### src/rtl/pipe_hazard_ctrl_if.sv
// Hazard-controller bundle: pipeline status in, stall/flush/sequencing controls out.
interface pipe_hazard_ctrl_if #(
   parameter int unsigned REG_W = 3
) ();

   logic [REG_W-1:0] id_rs1;
   logic [REG_W-1:0] id_rs2;
   logic             id_use1;
   logic             id_use2;
   logic             ex_mem_read;
   logic [REG_W-1:0] ex_rd;
   logic             ex_branch_taken;
   logic             int_req;
   logic             mem_busy;

   logic             pc_stall;
   logic             if_id_stall;
   logic             if_id_flush;
   logic             id_ex_flush;
   logic [1:0]       pc_sel;
   logic             push_sel;
   logic             push_en;
   logic             int_ack;
   logic             busy;

   // Pipeline side: reports status, consumes controls.
   modport master (
      output id_rs1, id_rs2, id_use1, id_use2, ex_mem_read, ex_rd, ex_branch_taken,
             int_req, mem_busy,
      input  pc_stall, if_id_stall, if_id_flush, id_ex_flush, pc_sel, push_sel, push_en,
             int_ack, busy
   );

   // Controller side.
   modport slave (
      input  id_rs1, id_rs2, id_use1, id_use2, ex_mem_read, ex_rd, ex_branch_taken,
             int_req, mem_busy,
      output pc_stall, if_id_stall, if_id_flush, id_ex_flush, pc_sel, push_sel, push_en,
             int_ack, busy
   );

endinterface

### src/rtl/pipe_hazard_ctrl.sv
// Stall/flush controller for the 5-stage pipeline: load-use, taken branch, memory busy
// and the multi-cycle interrupt entry sequence (drain, push PC/flags, jump to vector).
module pipe_hazard_ctrl #(
   parameter int unsigned REG_W      = 3,
   parameter int unsigned INT_CYCLES = 2
) (
   input logic               clk,
   input logic               reset,
   pipe_hazard_ctrl_if.slave hz
);

   typedef enum logic [1:0] {
      StRun,
      StIntDrain,
      StIntPush,
      StIntJump
   } state_e;

   localparam logic [2:0] CntLast = 3'(INT_CYCLES - 1);

   state_e     state_q, state_d;
   logic [2:0] cnt_q, cnt_d;

   logic [REG_W-1:0] rs1, rs2, rd;
   logic             load_use;

   assign rs1 = hz.id_rs1;
   assign rs2 = hz.id_rs2;
   assign rd  = hz.ex_rd;

   assign load_use = hz.ex_mem_read &&
                     ((hz.id_use1 && (rs1 == rd)) || (hz.id_use2 && (rs2 == rd)));

   // State and push counter; synchronous reset abandons any interrupt sequence.
   always_ff @(posedge clk) begin
      if (reset) begin
         state_q <= StRun;
         cnt_q   <= '0;
      end else begin
         state_q <= state_d;
         cnt_q   <= cnt_d;
      end
   end

   // Next-state and all control outputs, combinational from state and inputs.
   always_comb begin
      state_d        = state_q;
      cnt_d          = cnt_q;
      hz.pc_stall    = 1'b0;
      hz.if_id_stall = 1'b0;
      hz.if_id_flush = 1'b0;
      hz.id_ex_flush = 1'b0;
      hz.pc_sel      = 2'd0;
      hz.push_sel    = 1'b0;
      hz.push_en     = 1'b0;
      hz.int_ack     = 1'b0;
      hz.busy        = 1'b0;

      if (!reset) begin
         unique case (state_q)
            StRun: begin
               // mem_busy outranks every RUN decision; the branch or request is
               // still presented next cycle since execute is held too.
               if (hz.mem_busy) begin
                  // stalls applied below
               end else if (hz.ex_branch_taken) begin
                  hz.pc_sel      = 2'd1;
                  hz.if_id_flush = 1'b1;
                  hz.id_ex_flush = 1'b1;
               end else if (hz.int_req) begin
                  hz.pc_stall    = 1'b1;
                  hz.if_id_flush = 1'b1;
                  state_d        = StIntDrain;
               end else if (load_use) begin
                  hz.pc_stall    = 1'b1;
                  hz.if_id_stall = 1'b1;
                  hz.id_ex_flush = 1'b1;
               end
            end
            StIntDrain: begin
               hz.busy        = 1'b1;
               hz.pc_stall    = 1'b1;
               hz.if_id_flush = 1'b1;
               hz.id_ex_flush = 1'b1;
               if (!hz.mem_busy) begin
                  state_d = StIntPush;
                  cnt_d   = '0;
               end
            end
            StIntPush: begin
               hz.busy        = 1'b1;
               hz.push_en     = 1'b1;
               hz.push_sel    = (cnt_q != 3'd0);
               hz.pc_stall    = 1'b1;
               hz.if_id_flush = 1'b1;
               hz.id_ex_flush = 1'b1;
               if (!hz.mem_busy) begin
                  if (cnt_q == CntLast) begin
                     state_d = StIntJump;
                  end else begin
                     cnt_d = cnt_q + 3'd1;
                  end
               end
            end
            StIntJump: begin
               hz.busy        = 1'b1;
               hz.if_id_flush = 1'b1;
               // Vector is taken only on the cycle the PC actually moves, so the
               // ack stays a single pulse even if memory holds us here.
               if (!hz.mem_busy) begin
                  hz.pc_sel  = 2'd2;
                  hz.int_ack = 1'b1;
                  state_d    = StRun;
               end
            end
         endcase

         if (hz.mem_busy) begin
            hz.pc_stall    = 1'b1;
            hz.if_id_stall = 1'b1;
         end
      end
   end

endmodule

### src/flat_wrapper.sv
// flat-port wrapper written by rule: the top's interface ports become plain ports
module pipe_hazard_ctrl_flat 
#(
   parameter int unsigned REG_W      = 3,
   parameter int unsigned INT_CYCLES = 2
)
  (clk, reset, hz_id_rs1, hz_id_rs2, hz_id_use1, hz_id_use2, hz_ex_mem_read, hz_ex_rd, hz_ex_branch_taken, hz_int_req, hz_mem_busy, hz_pc_stall, hz_if_id_stall, hz_if_id_flush, hz_id_ex_flush, hz_pc_sel, hz_push_sel, hz_push_en, hz_int_ack, hz_busy);
  pipe_hazard_ctrl_if #(.REG_W(REG_W)) hz_i ();
  input logic clk;
  input logic reset;
  input wire logic [$bits(hz_i.id_rs1)-1:0] hz_id_rs1;
  input wire logic [$bits(hz_i.id_rs2)-1:0] hz_id_rs2;
  input wire logic [$bits(hz_i.id_use1)-1:0] hz_id_use1;
  input wire logic [$bits(hz_i.id_use2)-1:0] hz_id_use2;
  input wire logic [$bits(hz_i.ex_mem_read)-1:0] hz_ex_mem_read;
  input wire logic [$bits(hz_i.ex_rd)-1:0] hz_ex_rd;
  input wire logic [$bits(hz_i.ex_branch_taken)-1:0] hz_ex_branch_taken;
  input wire logic [$bits(hz_i.int_req)-1:0] hz_int_req;
  input wire logic [$bits(hz_i.mem_busy)-1:0] hz_mem_busy;
  output wire logic [$bits(hz_i.pc_stall)-1:0] hz_pc_stall;
  output wire logic [$bits(hz_i.if_id_stall)-1:0] hz_if_id_stall;
  output wire logic [$bits(hz_i.if_id_flush)-1:0] hz_if_id_flush;
  output wire logic [$bits(hz_i.id_ex_flush)-1:0] hz_id_ex_flush;
  output wire logic [$bits(hz_i.pc_sel)-1:0] hz_pc_sel;
  output wire logic [$bits(hz_i.push_sel)-1:0] hz_push_sel;
  output wire logic [$bits(hz_i.push_en)-1:0] hz_push_en;
  output wire logic [$bits(hz_i.int_ack)-1:0] hz_int_ack;
  output wire logic [$bits(hz_i.busy)-1:0] hz_busy;
  assign hz_i.id_rs1 = hz_id_rs1;
  assign hz_i.id_rs2 = hz_id_rs2;
  assign hz_i.id_use1 = hz_id_use1;
  assign hz_i.id_use2 = hz_id_use2;
  assign hz_i.ex_mem_read = hz_ex_mem_read;
  assign hz_i.ex_rd = hz_ex_rd;
  assign hz_i.ex_branch_taken = hz_ex_branch_taken;
  assign hz_i.int_req = hz_int_req;
  assign hz_i.mem_busy = hz_mem_busy;
  assign hz_pc_stall = hz_i.pc_stall;
  assign hz_if_id_stall = hz_i.if_id_stall;
  assign hz_if_id_flush = hz_i.if_id_flush;
  assign hz_id_ex_flush = hz_i.id_ex_flush;
  assign hz_pc_sel = hz_i.pc_sel;
  assign hz_push_sel = hz_i.push_sel;
  assign hz_push_en = hz_i.push_en;
  assign hz_int_ack = hz_i.int_ack;
  assign hz_busy = hz_i.busy;
  pipe_hazard_ctrl #(.REG_W(REG_W), .INT_CYCLES(INT_CYCLES)) u_core (.clk(clk), .reset(reset), .hz(hz_i));
endmodule
### config.mk
export PLATFORM = sky130hd
export DESIGN_NAME = pipe_hazard_ctrl_flat
export DESIGN_NICKNAME = d
export VERILOG_FILES = /design/src/rtl/pipe_hazard_ctrl_if.sv /design/src/rtl/pipe_hazard_ctrl.sv /design/src/flat_wrapper.sv
export SDC_FILE = /design/constraint.sdc
export NUM_CORES = 1
export LEC_CHECK = 0
export ABC_CLOCK_PERIOD_IN_PS = 2700
export CAP_MARGIN = 40
export CORE_MARGIN = 1
export CORE_UTILIZATION = 44
export CTS_BUF_LIST = sky130_fd_sc_hd__clkbuf_2
export DETAILED_ROUTE_END_ITERATION = 12
export GPL_ROUTABILITY_DRIVEN = 0
export PLACE_DENSITY = 0.8
export SETUP_SLACK_MARGIN = 0.5
export SKIP_CTS_REPAIR_TIMING = 1
export SYNTH_ARGS = -nofsm -noshare
export SYNTH_HDL_FRONTEND = slang
export SYNTH_SLANG_ARGS = --single-unit
### constraint.sdc
create_clock -name clk -period 2.7 [get_ports clk]
set_input_delay 0.54 -clock clk [delete_from_list [all_inputs] [get_ports clk]]
set_output_delay 0.54 -clock clk [all_outputs]
set_load 0.03 [all_outputs]
Word-level counts from Yosys, hierarchy flattened:

Cells that the tools add are included.

* flip-flop bits (word level): 5
* output and inout bits: 10
* logic and storage cells: 74

* $add $sub $neg: 1
* eq/ne operators: 14
* muxes and demuxes: 46
* reductions and logical operators: 11

Operators with widths (count)
* $mux 1: 27
* $mux 2: 10
* $ne 2x2->1 const B: 7
* $mux 3: 3
* $pmux 2 s4: 1
* $reduce_and 7->1: 1
* $eq 3x3->1: 2
* $pmux 1 s2: 3
* $pmux 3 s2: 1
* $eq 2x2->1 const B: 2
* $pmux 2 s2: 1
* $reduce_and 4->1: 1
* $add 3x1->3 const B: 1
* $eq 3x1->1 const B: 1
* $logic_and 1x1->1: 3
* $reduce_bool 3->1: 1
* $reduce_or 3->1: 1
* $eq 2x1->1 const B: 1
* $logic_not 2->1: 1
* $ne 2x1->1 const B: 1
* $reduce_bool 2->1: 1
* $reduce_or 2->1: 1
* $logic_or 1x1->1: 1

Logic depth before layout (Yosys ltp):

Gate-level depths: netlist of run 1.

* depth after elaboration: 10
* mapped depth: 6

Worst setup path after synthesis of run 1:

No wires, ideal clock.

* path kind: input-to-output
* start: input port hz_ex_rd[1]
* end: output port hz_id_ex_flush
* arrival time: 2.521 ns
* slack: -0.361 ns
* cell stages on the path: 4
* path buffers: 0
* cell sequence: xnor2_1 -> and4_1 -> o21ai_0 -> a2111oi_0

* word-level cells in the longest chain between the ends: 10

RTL lines
* from (decl): RTL line flat_wrapper.sv:16 `input wire logic [$bits(hz_i.ex_rd)-1:0] hz_ex_rd;`
* $eq 3x3->1: RTL line pipe_hazard_ctrl.sv:32 `((hz.id_use1 && (rs1 == rd)) || (hz.id_use2 && (rs2 == rd)));`
* $logic_and 1x1->1: RTL line pipe_hazard_ctrl.sv:32
* $logic_or 1x1->1 *: RTL line pipe_hazard_ctrl.sv:32
* $logic_and 1x1->1 *: RTL line pipe_hazard_ctrl.sv:31 `assign load_use = hz.ex_mem_read &&`
* $mux 1 *: RTL line pipe_hazard_ctrl.sv:74 `end else if (load_use) begin`
* $mux 1 *: RTL line pipe_hazard_ctrl.sv:70 `end else if (hz.int_req) begin`
* $mux 1 *: RTL line pipe_hazard_ctrl.sv:66 `end else if (hz.ex_branch_taken) begin`
* $mux 1 *: RTL line pipe_hazard_ctrl.sv:64 `if (hz.mem_busy) begin`
* $pmux 1 s2 *: RTL line pipe_hazard_ctrl.sv:60 `unique case (state_q)`
* $mux 1 *: RTL line pipe_hazard_ctrl.sv:59 `if (!reset) begin`
* to (decl): RTL line flat_wrapper.sv:23 `output wire logic [$bits(hz_i.id_ex_flush)-1:0] hz_id_ex_flush;`

Mark *: on every way between the ends. The rest lies on a longest branch, timed or not.

Final worst setup path of run 1:

* start: input port hz_int_req
* end: output port hz_id_ex_flush

* word-level cells in the longest chain between the ends: 5

RTL lines
* from (decl): RTL line flat_wrapper.sv:18 `input wire logic [$bits(hz_i.int_req)-1:0] hz_int_req;`
* $mux 1: RTL line pipe_hazard_ctrl.sv:70
* $mux 1: RTL line pipe_hazard_ctrl.sv:66
* $mux 1: RTL line pipe_hazard_ctrl.sv:64
* $pmux 1 s2: RTL line pipe_hazard_ctrl.sv:60
* $mux 1: RTL line pipe_hazard_ctrl.sv:59

No other way between the ends.

==> results of run 1 <==
[metrics by stage]
step | hold slack (ps) | instance area [µm²] | util
after detailed placement | 495 | 897 | 0.756
final | 501 | 1000 | 0.844
after CTS | 504 | 917 | 0.773
after global routing | 541 | 1000 | 0.844
after global placement | 486 | 897 | 0.756
after floorplan | 470 | 636 | -
[registers in the layout, indices dropped and copies added, names as in the netlist]
name / cells
u_core.cnt_q: 3
u_core.state_q: 2
[logic make-up (layout without fill, tap and decap cells)]
group,after synthesis,count (layout),synth area share
AO/OA/AOI/OAI,25,25,0.243
AND/OR/NAND/NOR,24,24,0.245
buffers and inverters,11,40,0.0749
adder cells (fa/ha/maj),8,8,0.166
XOR/XNOR,6,6,0.0873
flip-flops,5,5,0.166
multiplexers,1,1,0.0166
[report_power, final]
part	internal [µW]	leakage (µW)	switching, µW	total, µW
clock	39.2	0.0000166	35.6	74.8
sequential	78.4	0.0000413	6.20	84.6
combinational	85.3	0.000475	95.5	181
[worst min-delay path, cell delays in order, from the launching register on]
cell	delay, ps
dfxtp_1	320
o21ai_0	70
a21oi_1	60
[layout make-up]
cell class,count,area share
inverters,7,0.0263
repair buffers,29,0.304
clock buffers,4,0.0200
multi-input cells,64,0.530
flip-flops and latches,5,0.102
well taps,14,0.0175
[placed cells by master (no fill, tap or decap), drive strengths merged]
master         count
o31ai              1
ha                 8
nor3b              1
mux2i              1
nor2               6
dfxtp              5
nand2              3
nor4               1
nand2b             4
buf               11
clkdlybuf4s50      3
or4b               1
and4               4
a2111oi            1
a21oi              9
a211oi             3
clkbuf             4
xnor2              6
o21ai              9
dlymetal6s2s      15
a222oi             1
or2b               1
nor2b              2
inv                7
or3b               1
a21boi             1
[routing by layer]
layer | up-vias | part of all wire | wire [µm] | GRT usage
met5 | - | 0 | 0 | 0
met4 | 0 | 0.0080 | 15 | 0.0603
met3 | 2 | 0.050 | 93 | 0.0983
met2 | 24 | 0.50 | 938 | 0.442
met1 | 335 | 0.44 | 823 | 0.288
li1 | 342 | - | - | -
[worst paths after layout]
path         slack, ps  cells after the start           endpoint
min                500                      2    u_core.cnt_q[2]
min reg2reg        500                      2    u_core.cnt_q[2]
max                280                      5     hz_id_ex_flush
max reg2reg        680                      6  u_core.state_q[1]
==> flow_summary.yaml, run 1 <==
clock_network:
  clk_latency_ps: 240
  clock_sinks: 5
  cts_tree: "built"
  cts_made_buffers: 3
  h-tree-depth: 1
  clk_path_buf_depth: 2
  cts-root-buf: "clkbuf_2"
  path_clk_slew_ps: 60
cells_and_area:
  multi_input_area_um2: 531
  diodes: 0
  drive_gt1_frac: 0.294
  layout.cells.non_filler: 123
  seq_area_um2: 103
  area_growth_pct: 66.3
  nets: 135
  fill_cells: 70
timing:
  fmax_mhz: 413
  rsz0062_at_grt: "yes"
  hold_viol: 0
  layout_setup_ws_ps: 281
  relSlewSlack: 0.700
  tightestPinTransition_ps: 450
  setup_viol: 0
  fin_skew_ps: 5.20
  tns_ps: 0
  layout_min_cycle_time_ps: 2420
  min_period_over_period: 0.896
  maxSlewViolCount: 0
global_route:
  grt_max_degree: 12
  grt_pass1_vias: 655
  grt.total_usage: 0.254
  overflow: 0
  antenna_found_initial: 0
  grt_pass1_wl_mm: 2.58
critical_path:
  critPathSlowestCell: "clkdlybuf4s50_1"
  cp-startpoint: "hz_int_req"
  crit_required_ps: 2160
  start_kind: "input pin"
  critPathTopFamily: "buffers and inverters"
  path_cells: "clkdlybuf4s50_1 > nor2b_2 > o21ai_4 > a2111oi_2 > buf_4"
  crit_arrival_ps: 1880
  cp-end-kind: "output pin"
  crit_type: "input pin to output pin"
  critPathBufInv: 2
  cp_max_fo: 4
  max_stage_delay_ps: 480
  r2r_start: "u_core.state_q[1]"
yosys:
  ys_top_cells_by_count: "9 x a21oi_1, 9 x o21ai_0, 8 x ha_1, 7 x inv_1"
  ys.flop_type: "dfxtp_1"
  synth_cells: 80
  yosysWarnings: 0
  syn_nets: 105
  synth_cell_types: 24
  synth_top_area_frac: 0.166
  synthTopCellsByArea: "dfxtp_1 17%, ha_1 17%, xnor2_1 8.7%, a21oi_1 7.5%, o21ai_0 7.5%"
  synth.avg_cell_area_um2: 7.52
  ys_seq_elements: 5
  synth_edf_count: 0
  netlist_area_um2: 602
  yosys.area.top_type: "dfxtp_1"
  synth_seq_area_share: 0.166
  async_reset_ff_frac: 0
die:
  core_um2: 1190
  initial_core_util: 0.507
  dieArea_um2: 1520
  rows: 12
  dieHeight_um: 39.0
  die_x_um: 39.0
  io_pins: 27
pwr:
  power_uw: 340
  ir_drop_mv: 0.332
  p_leak_uw: 0.000533
  power_density_nw_per_um2: 340
drt:
  dr.pass1.iters: 4
  drt_iter0_drc: 14
  drt-total-wl_mm: 1.87
  ant_nets: 0
  vias: 703
  wl_per_cell_um: 15.2
  vias_per_cell: 5.72
  route.detailed.drc: 0
place:
  dpl_worst_slack_ps: 43.5
  dp_hpwl_mm: 1.34
  portBuffers: 26
  place_inst: 119
hold_path:
  worstHoldPathType: "flip-flop to flip-flop"
  worstHoldStart: "u_core.cnt_q[2]"
status:
  run_status: "completed"
job:
  drv_cap: 0
Power figures use the tool's default switching activity.
==> inputs of run 2 (changes only) <==
--- a/config.mk
+++ b/config.mk
@@ -9,10 +9,11 @@
 export CAP_MARGIN = 40
 export CORE_MARGIN = 1
 export CORE_UTILIZATION = 44
-export CTS_BUF_LIST = sky130_fd_sc_hd__clkbuf_2
+export CTS_BUF_LIST = sky130_fd_sc_hd__clkbuf_8
 export DETAILED_ROUTE_END_ITERATION = 12
 export GPL_ROUTABILITY_DRIVEN = 0
 export PLACE_DENSITY = 0.8
+export REMOVE_ABC_BUFFERS = 1
 export SETUP_SLACK_MARGIN = 0.5
 export SKIP_CTS_REPAIR_TIMING = 1
 export SYNTH_ARGS = -nofsm -noshare
==> run 2 against run 1 <==
Against the previous run: sequential share of layout area shrank 0.98 points; die area is the same; sequential power grew 1%; cell area grew 11%; clock-buffer cell count shrank 1; highest routed layer unchanged; fmax grew 5.0%; wire length grew 50%; critical path depth grew 1; clock power grew 91%; clock skew shrank 2.2 ps; largest cell class unchanged; utilization grew 9.0 points; combinational power grew 18%.
==> flow_summary.yaml, run 2 (same netlist as run 1, synthesis figures left out) <==
status:
  run_status: "completed"
place:
  place_inst: 120
  dp_hpwl_mm: 1.25
  place_area_um2: 871
  portBuffers: 26
  dpl_worst_slack_ps: 15.1
critical_path:
  crit_arrival_ps: 1760
  cp.depth: 6
  cp-end-kind: "output pin"
  critPathSlowestCell: "dfxtp_2"
  start_kind: "flip-flop"
  ff2ff_setup_slack_ps: 610
  critPathTopFamily: "flip-flops"
  path_cells: "inv_1 > ha_4 > nand2b_1 > a21oi_1 > a211oi_1 > buf_4"
  regToRegEndpoint: "u_core.state_q[1]"
  crit_required_ps: 2160
  max_stage_delay_ps: 390
  crit_type: "flip-flop to output pin"
  r2r_start: "u_core.state_q[1]"
  cp_max_fo: 6
  critPathBufInv: 2
  reg2reg_depth: 6
hold_path:
  min_path_cells: 2
  worstHoldStart: "u_core.cnt_q[1]"
  worstHoldPathType: "flip-flop to flip-flop"
  holdPathEnd: "u_core.cnt_q[1]"
pwr:
  power_density_nw_per_um2: 399
  power_uw: 441
  p_leak_uw: 0.000565
  ir_drop_mv: 0.507
die:
  io_pins: 27
  dieHeight_um: 39.0
  dieArea_um2: 1520
  die_x_um: 39.0
  core_um2: 1190
  initial_core_util: 0.507
  rows: 12
timing:
  hold_viol: 0
  tns_ps: 0
  setup_viol: 0
  layout_setup_ws_ps: 396
  tightestPinTransition_ps: 493
  rsz0062_at_grt: "yes"
  layout_min_cycle_time_ps: 2300
  fin_skew_ps: 3.01
  min_period_over_period: 0.853
  relSlewSlack: 0.672
  fmax_mhz: 434
  maxSlewViolCount: 0
job:
  drv_cap: 0
drt:
  drt-total-wl_mm: 2.81
  wl_per_cell_um: 22.0
  route.detailed.drc: 0
  drt_iter0_drc: 59
  dr.pass1.iters: 4
  vias: 826
  ant_nets: 0
  vias_per_cell: 6.45
clock_network:
  cts_tree: "built"
  clock_sinks: 5
  cts-root-buf: "clkbuf_8"
  clk_latency_ps: 230
  path_clk_slew_ps: 40
  cts_made_buffers: 3
  h-tree-depth: 1
  clk_path_buf_depth: 2
cells_and_area:
  reg_top3: "u_core.cnt_q: 3 flops, u_core.state_q: 2 flops"
  design_area_um2: 1110
  area_growth_pct: 84.0
  multi_input_area_um2: 576
  drive_gt1_frac: 0.404
  layout.cells.non_filler: 128
  seq_area_um2: 103
  largest_register: "u_core.cnt_q"
  largest_register_ffs: 3
  final_common_cell: "buf_4"
  diodes: 0
  nets: 140
  fill_cells: 44
  layout_common_cells: "12 x buf_4, 10 x buf_6, 9 x a21oi_1, 9 x dlymetal6s2s_1"
global_route:
  grt_max_degree: 12
  grt.total_usage: 0.250
  antenna_found_initial: 0
  grt_pass1_wl_mm: 2.54
  grt_pass1_vias: 616
  overflow: 0
==> run 2: cell count changes in the layout (fill, tap and decap cells not counted), sizes merged <==
cell	before	now
inv	7	8
clkbuf	4	5
dlymetal6s2s	15	9
clkdlybuf4s50	3	0
buf	11	23
==> run 2: per-stage QoR <==
step | hold slack [ps] | utilization
3_3_place_gp | 486 | 0.734
2_1_floorplan | 463 | -
3_5_place_dp | 490 | 0.734
5_1_grt | 515 | 0.934
6_report | 499 | 0.934
4_1_cts | 488 | 0.772
==> run 2: tightest hold or removal path: cells and delay by family (launching register included) <==
family | cells | cell delay [ps]
AO/OA/AOI/OAI | 2 | 140
flip-flops | 1 | 310
==> run 2: worst max-delay path by stage <==
stage                          end  slack [ps]               from
detailed placement  hz_id_ex_flush          20        hz_ex_rd[1]
floorplan           hz_id_ex_flush        -360        hz_ex_rd[1]
global route           hz_pc_stall         310  u_core.state_q[0]
global placement    hz_id_ex_flush          80        hz_ex_rd[1]
finish                 hz_pc_stall         400  u_core.state_q[0]
CTS                 hz_id_ex_flush          -9        hz_ex_rd[1]
==> run 2: final cells by class <==
cell class,count,area share
Sequential cell,5,0.0927
Clock inverter,1,0.00339
Clock buffer,3,0.0373
Multi-Input combinational cell,64,0.520
Tap cell,14,0.0158
Inverter,7,0.0237
Timing Repair Buffer,34,0.307
==> run 2: where the power goes <==
group	total (µW)	switching (µW)	internal, µW
registers	85.7	6.83	78.9
logic	213	114	98.5
clock network	143	44.9	98.2
total	441	166	276
==> run 2: per-layer routing <==
layer,track usage,share of wire
met5,0,0
met4,0.0690,0.060
met3,0.104,0.11
met2,0.446,0.46
met1,0.266,0.36
==> inputs of run 3 (changes only) <==
--- a/config.mk
+++ b/config.mk
@@ -8,11 +8,11 @@
 export ABC_CLOCK_PERIOD_IN_PS = 2700
 export CAP_MARGIN = 40
 export CORE_MARGIN = 1
-export CORE_UTILIZATION = 44
+export CORE_UTILIZATION = 45
 export CTS_BUF_LIST = sky130_fd_sc_hd__clkbuf_8
 export DETAILED_ROUTE_END_ITERATION = 12
 export GPL_ROUTABILITY_DRIVEN = 0
-export PLACE_DENSITY = 0.8
+export PLACE_DENSITY = 0.82
 export REMOVE_ABC_BUFFERS = 1
 export SETUP_SLACK_MARGIN = 0.5
 export SKIP_CTS_REPAIR_TIMING = 1
==> run 3 against run 2 <==
Against the previous run: die area fell by 2.1%; via count fell by 4.6%; sequential share of layout area grew 0.73 points; largest power group unchanged; register-to-register slack got worse by 60 ps; critical endpoint is now hz_id_ex_flush; utilization decreased by 3.6 points; global-route usage up 1.6 points.
==> flow_summary.yaml, run 3 (same netlist as run 1, synthesis figures left out) <==
status:
  run_status: "completed"
pwr:
  power_density_nw_per_um2: 401
  ir_drop_mv: 0.519
  p_leak_uw: 0.000567
cells_and_area:
  largest_register_ffs: 3
  layout.cells.non_filler: 127
  diodes: 0
  reg_top3: "u_core.cnt_q: 3 flops, u_core.state_q: 2 flops"
  multi_input_area_um2: 532
  fill_cells: 52
  final_util: 0.897
  drive_gt1_frac: 0.301
  nets: 139
  seq_area_um2: 105
  final_common_cell: "dlymetal6s2s_1"
  area_growth_pct: 74.6
  layout_common_cells: "15 x dlymetal6s2s_1, 12 x buf_4, 9 x a21oi_1, 8 x inv_1"
  largest_register: "u_core.cnt_q"
timing:
  holdWs_ps: 531
  hold_viol: 0
  setup_viol: 0
  rsz0062_at_grt: "yes"
  tightestPinTransition_ps: 447
  layout_min_cycle_time_ps: 2380
  maxSlewViolCount: 0
  fmax_mhz: 421
  layout_setup_ws_ps: 325
  relSlewSlack: 0.702
  min_period_over_period: 0.880
  fin_skew_ps: 6.77
critical_path:
  crit_path_end: "hz_id_ex_flush"
  cp-startpoint: "hz_id_rs1[0]"
  start_kind: "input pin"
  crit_required_ps: 2160
  cp_max_fo: 2
  critPathTopFamily: "compound AO/OA/AOI/OAI gates"
  critPathBufInv: 2
  regToRegEndpoint: "u_core.state_q[1]"
  path_cells: "dlymetal6s2s_1 > xnor2_1 > and4_4 > o21ai_4 > a2111oi_2 > buf_4"
  max_stage_delay_ps: 400
  crit_arrival_ps: 1840
  critPathSlowestCell: "a2111oi_2"
  reg2reg_depth: 6
  r2r_start: "u_core.state_q[1]"
  cp-end-kind: "output pin"
  crit_type: "input pin to output pin"
  cp.depth: 6
  ff2ff_setup_slack_ps: 550
drt:
  vias_per_cell: 6.20
  drt_iter0_drc: 44
  ant_nets: 0
  route.detailed.drc: 0
  wl_per_cell_um: 19.7
  drt-total-wl_mm: 2.51
  dr.pass1.iters: 5
  vias: 788
place:
  dp_hpwl_mm: 1.24
  dpl_worst_slack_ps: 24.9
  portBuffers: 26
  place_inst: 120
global_route:
  overflow: 0
  grt_pass1_wl_mm: 2.68
  grt_max_degree: 12
  grt.total_usage: 0.267
  antenna_found_initial: 0
  grt_pass1_vias: 629
clock_network:
  clk_latency_ps: 220
  clk_path_buf_depth: 2
  h-tree-depth: 1
  cts_made_buffers: 3
  cts-root-buf: "clkbuf_8"
  cts_tree: "built"
  path_clk_slew_ps: 40
  clock_sinks: 5
die:
  rows: 12
  dieHeight_um: 38.6
  dieArea_um2: 1490
  initial_core_util: 0.514
  io_pins: 27
  core_um2: 1170
  die_x_um: 38.6
hold_path:
  worstHoldPathType: "flip-flop to flip-flop"
job:
  drv_cap: 0
==> run 3: cell types whose count changed in the layout (fill, tap and decap cells not counted), sizes merged <==
cell	before	now
clkdlybuf4s50	0	1
dlymetal6s2s	9	15
buf	23	15
==> run 3: area by class of cell <==
cell class / instances / share of cell area
multi-input cells: 64 / 0.506
flip-flops and latches: 5 / 0.100
inverters: 7 / 0.0250
well taps: 14 / 0.0167
repair buffers: 33 / 0.310
clock inverters: 1 / 0.00357
clock buffers: 3 / 0.0393
==> run 3: report_power, final <==
part	internal [µW]	switching (µW)	leakage [µW]	total (µW)
clock	97.8	40.3	0.0000269	138
combinational	88.2	109	0.000498	197
sequential	79.3	6.91	0.0000416	86.2
==> run 3: stage by stage <==
stage               total power (µW)  instance area [µm²]  setup TNS (ps)
floorplan                        170                  583            -361
global placement                 234                  871               0
detailed placement               235                  871               0
CTS                              372                  916               0
global route                     434                 1050               0
finish                           421                 1050               0
==> run 3: metal layers <==
| layer | wire (µm) | GRT usage | vias to the layer above |
|---|---|---|---|
| met5 | 0 | 0 | - |
| met4 | 21 | 0.0345 | 0 |
| met3 | 221 | 0.0867 | 2 |
| met2 | 1290 | 0.467 | 65 |
| met1 | 975 | 0.320 | 370 |
| li1 | - | - | 351 |
==> run 3: worst min-delay path by stage <==
stage	endpoint	slack, ps	cells after the start	startpoint
floorplan	u_core.cnt_q[2]	460	2	u_core.cnt_q[2]
global placement	u_core.cnt_q[2]	480	2	u_core.cnt_q[2]
detailed placement	u_core.cnt_q[2]	490	2	u_core.cnt_q[2]
CTS	u_core.cnt_q[1]	500	2	u_core.cnt_q[1]
global route	u_core.cnt_q[2]	550	2	u_core.cnt_q[2]
finish	u_core.cnt_q[1]	530	2	u_core.cnt_q[1]
==> run 3: worst reg2reg max path, cell delays in order, from the launching register on <==
cell and delay (ps):
dfxtp_2 360, inv_1 100, ha_1 260, or3b_1 400, a222oi_1 490, mux2i_1 320, nor2_1 100
